$ cat src/rtl/control_unit.sv
// Main decoder of the microRISC single-cycle core: combinational opcode/funct decode
// into datapath controls, plus a sticky illegal-instruction flag.
module control_unit (
  input  logic       clk,
  input  logic       rst_n,
  input  logic [3:0] opcode,
  input  logic [2:0] funct,
  output logic       reg_write,
  output logic       mem_read,
  output logic       mem_write,
  output logic       mem_to_reg,
  output logic       alu_src,
  output logic [3:0] alu_op,
  output logic [1:0] reg_dst,
  output logic       branch,
  output logic       branch_ne,
  output logic       jump,
  output logic       jump_reg,
  output logic       link,
  output logic       illegal,
  output logic       illegal_seen
);

  localparam logic [3:0] OP_R_TYPE = 4'b0000;
  localparam logic [3:0] OP_ADDI   = 4'b0001;
  localparam logic [3:0] OP_LW     = 4'b0010;
  localparam logic [3:0] OP_SW     = 4'b0011;
  localparam logic [3:0] OP_BEQ    = 4'b0100;
  localparam logic [3:0] OP_BNE    = 4'b0101;
  localparam logic [3:0] OP_J      = 4'b0110;
  localparam logic [3:0] OP_JAL    = 4'b0111;
  localparam logic [3:0] OP_JR     = 4'b1000;

  localparam logic [2:0] FN_BAD    = 3'b111;

  localparam logic [3:0] ALU_ADD   = 4'b0000;
  localparam logic [3:0] ALU_SUB   = 4'b0001;

  localparam logic [1:0] DST_RT    = 2'b00;
  localparam logic [1:0] DST_RD    = 2'b01;
  localparam logic [1:0] DST_LINK  = 2'b10;

  // Reset gates the whole decode so every output drops asynchronously with rst_n.
  always_comb begin
    reg_write  = 1'b0;
    mem_read   = 1'b0;
    mem_write  = 1'b0;
    mem_to_reg = 1'b0;
    alu_src    = 1'b0;
    alu_op     = ALU_ADD;
    reg_dst    = DST_RT;
    branch     = 1'b0;
    branch_ne  = 1'b0;
    jump       = 1'b0;
    jump_reg   = 1'b0;
    link       = 1'b0;
    illegal    = 1'b0;
    if (rst_n) begin
      case (opcode)
        OP_R_TYPE: begin
          if (funct == FN_BAD) begin
            illegal = 1'b1;
          end else begin
            reg_write = 1'b1;
            reg_dst   = DST_RD;
            alu_op    = {1'b0, funct};
          end
        end
        OP_ADDI: begin
          reg_write = 1'b1;
          alu_src   = 1'b1;
        end
        OP_LW: begin
          reg_write  = 1'b1;
          mem_read   = 1'b1;
          mem_to_reg = 1'b1;
          alu_src    = 1'b1;
        end
        OP_SW: begin
          mem_write = 1'b1;
          alu_src   = 1'b1;
        end
        OP_BEQ: begin
          branch = 1'b1;
          alu_op = ALU_SUB;
        end
        OP_BNE: begin
          branch_ne = 1'b1;
          alu_op    = ALU_SUB;
        end
        OP_J: begin
          jump = 1'b1;
        end
        OP_JAL: begin
          jump      = 1'b1;
          link      = 1'b1;
          reg_write = 1'b1;
          reg_dst   = DST_LINK;
        end
        OP_JR: begin
          jump_reg = 1'b1;
        end
        default: begin
          illegal = 1'b1;
        end
      endcase
    end
  end

  // An unknown illegal takes the else path of the if, so X inputs never set the flag.
  always_ff @(posedge clk or negedge rst_n) begin
    if (!rst_n) begin
      illegal_seen <= 1'b0;
    end else if (illegal) begin
      illegal_seen <= 1'b1;
    end
  end

endmodule

$ cat config.mk
export PLATFORM = sky130hd
export DESIGN_NAME = control_unit
export DESIGN_NICKNAME = d
export VERILOG_FILES = /design/src/rtl/control_unit.sv
export SDC_FILE = /design/constraint.sdc
export NUM_CORES = 1
export LEC_CHECK = 0
export CORE_AREA = 2 2 39 41
export DETAILED_ROUTE_END_ITERATION = 10
export DIE_AREA = 0 0 41 43
export SLEW_MARGIN = 30
export SYNTH_ARGS = -nofsm -noshare
export SYNTH_HDL_FRONTEND = slang
export SYNTH_SLANG_ARGS = --single-unit
$ cat constraint.sdc
create_clock -name clk -period 3 [get_ports clk]
set_input_delay 0.3 -clock clk [delete_from_list [all_inputs] [get_ports clk]]
set_output_delay 0.3 -clock clk [all_outputs]
set_load 0.01 [all_outputs]
# After elaboration in Yosys (flattened, before gate mapping)
# Index checks and enable logic that the tools add are counted.
classes:
  n_eq_ne: 9
  n_reduce_logical: 6
  muxes: 28
op_table:
  columns: ["cell", "n"]
  rows:
  - ["$mux 1", 21]
  - ["$eq 4x3->1 const B", 4]
  - ["$eq 4x2->1 const B", 2]
  - ["$reduce_or 8->1", 1]
  - ["$mux 3", 2]
  - ["$pmux 3 s2", 1]
  - ["$reduce_or 3->1", 2]
  - ["$eq 4x1->1 const B", 1]
  - ["$eq 4x4->1 const B", 1]
  - ["$logic_not 4->1", 1]
  - ["$pmux 1 s2", 2]
  - ["$pmux 2 s2", 1]
  - ["$reduce_or 2->1", 2]
  - ["$eq 3x3->1 const B", 1]
  - ["$mux 2", 1]
totals:
  in_bits: 9
  register_bits: 1
  output_inout_bits: 18

# Depth between registers and ports, before layout
depth:
  word_depth: 4
  mapped_depth: 4
  mapped_depth_nobuf: 3

# Least setup slack after synthesis
# OpenSTA, ideal clock, no wires.
synth_path:
  path_type: "in2out"
  from: "input opcode[2]"
  to: "output mem_to_reg"
  slack_ps: 1307
  arrival_time_ps: 1393
  n_path_buf: 2
  required_time_ps: 2700
  path_stages: 4
  path_cell_list: "buf_6 -> or3b_1 -> nor3b_1 -> buf_4"
synth_via:
  elab_chain_cells: 3
synth_lines:
  columns: ["item", "line_no", "rtl"]
  rows:
  - ["start: declaration", "6", "input logic [3:0] opcode,"]
  - ["$eq 4x2->1", null, null]
  - ["$mux 1 (2 in a row)", null, null]
  - ["end: declaration", "11", "output logic mem_to_reg,"]
# No other way between the ends.

# Final worst setup path
layout_path:
  from: "input opcode[2]"
  to: "output illegal"
layout_via:
  elab_chain_cells: 4
  word_cells_on_any_way: 12
layout_lines:
  columns: ["item", "line_no", "rtl"]
  rows:
  - ["$eq 4x4->1 (tied with other cells)", "59", "case (opcode)"]
  - ["$reduce_or 8->1 (no source line)", null, null]
  - ["$pmux 1 s2 (*)", "59", null]
  - ["$mux 1 (*)", "58", "if (rst_n) begin"]
  - ["end: declaration", "20", "output logic illegal,"]
# Mark *: on every way between the ends. The rest lies on a longest branch, timed or not.

==> run_results.csv <==
group,metric,value,unit
synth,avgSynthCellArea,6.256,sq um
cells_and_area,n_antenna_cell,0,
worst_hold_path,hold_start,"illegal_seen$_DFFE_PN0P_",
clock_tree,cts_hold_buf,0,
die,fp.dieH,43,microns
cells_and_area,max_flop_register,"illegal_seen",
critical_path,crit_path_end_kind,"primary output",
sta,slew_viol_final,0,
drt,via_count,321,
cells_and_area,layout_common_cells,"clkdlybuf4s50_1, nor2_1, nand2_1",
drt,drtPass1Iterations,3,
pwr,vdd_ir_drop_max,0.00008055,V
cells_and_area,final_common_cell,"clkdlybuf4s50_1",
worst_hold_path,hold_depth,1,
critical_path,cpMostUsedCell,"clkdlybuf4s50_1",
sta,fin_hold_ws,438.6,ps
global_routing,overflow,0,
critical_path,startpoint_type,"input pin",
flow_run,cap_viol_max_count,0,
drt,wl_per_cell,9.400,microns
synth,synth_fa_ha_area_frac,0,
drt,drc,0,
placement,dp.cells,75,
die,rows,14,
synth,syn-num-nets,46,
critical_path,r2r_end,"illegal_seen$_DFFE_PN0P_",
global_routing,grt_pass1_vias,256,
synth,syn_area,231.5,sq um
drt,drtIter0Drc,3,
die,die-area,1763,sq um
cells_and_area,drive_gt1_frac,0.01695,
clock_tree,cts-resized-gates,0,
critical_path,critPathRequiredTime,2700,ps
drt,final_antenna_net_count,0,
synth,synth-compound-area-share,0.1676,
synth,syn_inst,37,
critical_path,worstPathArrival,2190,ps
cells_and_area,largest_register_ffs,1,
synth,synth_cell_types,22,
critical_path,slowest_stage,"or4_1",
critical_path,reg2reg_setup_slack,2380,ps
sta,clock_skew,0,ps
synth,yosysSeqAreaShare,0.1081,
sta,rsz0062_at_grt,"no",
sta,setup_viol,0,
critical_path,cp_max_fo,9,
status,status,"completed",
pwr,leakage,0.0001714,uW
synth,synth_top_family_by_area,"simple AND/OR/NAND/NOR gates",
cells_and_area,final_nets,70,
drt,viasPerCell,4.280,
sta,finalCritPeriodShare,0.8302,
critical_path,path_cells,"clkdlybuf4s50_1 -> or4_1 -> o21ai_1 -> and2_1 -> clkdlybuf4s50_1",
critical_path,cp_top_family,"buffers and inverters",
sta,timing.setup.tns,0,ps
global_routing,grt_pass1_wl,1.062,mm
clock_tree,clkLatencyLatePin,0,ps
synth,synth_simple_gate_area_frac,0.5784,
synth,yosys_warnings,0,
synth,ys_seq_elements,1,
worst_hold_path,hold_path.class,"flip-flop to flip-flop",
sta,hold_viol_final,0,
critical_path,cp_slowest_stage_delay,540,ps
clock_tree,post_cts_buffers,0,
drt,routed_wirelength,705,microns
worst_hold_path,whs_endpoint,"illegal_seen$_DFFE_PN0P_",
global_routing,antenna_found_initial,0,
sta,fin_crit,2490,ps
pwr,p_per_area,114.5,nW/um^2
placement,routabilityCongestion,0.7816,
cells_and_area,fin_cells,75,
cells_and_area,top_regs,"illegal_seen (1)",
global_routing,grt_max_degree,10,
synth,synth_top_area_share,0.1081,
critical_path,critPathKind,"input pin to primary output",
critical_path,reg2reg_from,"illegal_seen$_DFFE_PN0P_",
die,initial_utilization,0.1673,
die,ioPinCount,27,
synth,synthMuxAreaShare,0,
die,die_x,41,microns
synth,synth.top_cells.by_area,"dfrtp_1, nor2_1, and3_1",
synth,synth_top_cell_by_area,"dfrtp_1",
synth,synthXorXnorAreaFrac,0,
sta,clock.fmax,0.4015,GHz
die,core,1384,sq um
critical_path,reg2reg_depth,1,
clock_tree,path_clk_slew,0,ps
critical_path,critPathBufInv,2,
placement,port_buffers,25,
cells_and_area,synthToLayoutAreaGrowth,105.4,%
global_routing,grt_usage,0.07800,
-- Yosys cell counts (all sizes together) --
cell / number
nor2: 6
nand2: 4
and3: 3
buf: 3
and2: 2
nor2b: 2
nor3: 2
nor3b: 2
o21ai: 2
a211oi: 1
a21o: 1
a31oi: 1
conb: 1
dfrtp: 1
inv: 1
nand3: 1
o31ai: 1
or2: 1
or3b: 1
or4: 1
-- per-stage QoR --
step                        util  instance area, sq um  worst slack (ps)  power, uW
after floorplan                -                 231.5              1307      31.74
after global placement    0.3436                 475.5             516.4      54.46
after detailed placement  0.3436                 475.5             493.6      54.69
after CTS                 0.3436                 475.5             493.6      54.89
after global routing      0.3436                 475.5             391.2      59.22
final                     0.3436                 475.5             509.5      54.45
-- cell type report --
cell class | instances | area (sq um)
fill | 160 | 908.4
timing repair buffer | 25 | 250.2
multi-input combinational | 32 | 176.4
sequential | 1 | 25.02
tap | 16 | 20.02
inverter | 1 | 3.754
-- metal layers --
metal  GRT usage  share of wire  wire (microns)
met1      0.1365           0.45             319
met2      0.1063           0.42             297
met3    0.005236           0.12              88
met4           0              0               0
met5           0              0               0
-- logic make-up after synthesis --
family                 count (synthesis)
AO/OA/AOI/OAI                          6
flip-flops                             1
AND/OR/NAND/NOR                       25
other                                  1
buffers and inverters                  4
-- worst max-delay path by stage --
stage,start,end,slack (ps),depth (start not counted)
finish,opcode[2],illegal,510,5
global route,opcode[2],illegal,390,5
CTS,opcode[2],illegal,490,5
detailed placement,opcode[2],illegal,490,5
global placement,opcode[2],illegal,520,5
floorplan,opcode[2],mem_to_reg,1310,4
-- report_power, final --
group | total, uW | leakage [uW] | internal, uW | switching (uW)
combinational | 40.7 | 0.000163 | 22.6 | 18.1
clock | 0 | 0 | 0 | 0
sequential | 13.7 | 0.00000875 | 13.7 | 0.0000791
Power figures use the tool's default switching activity.
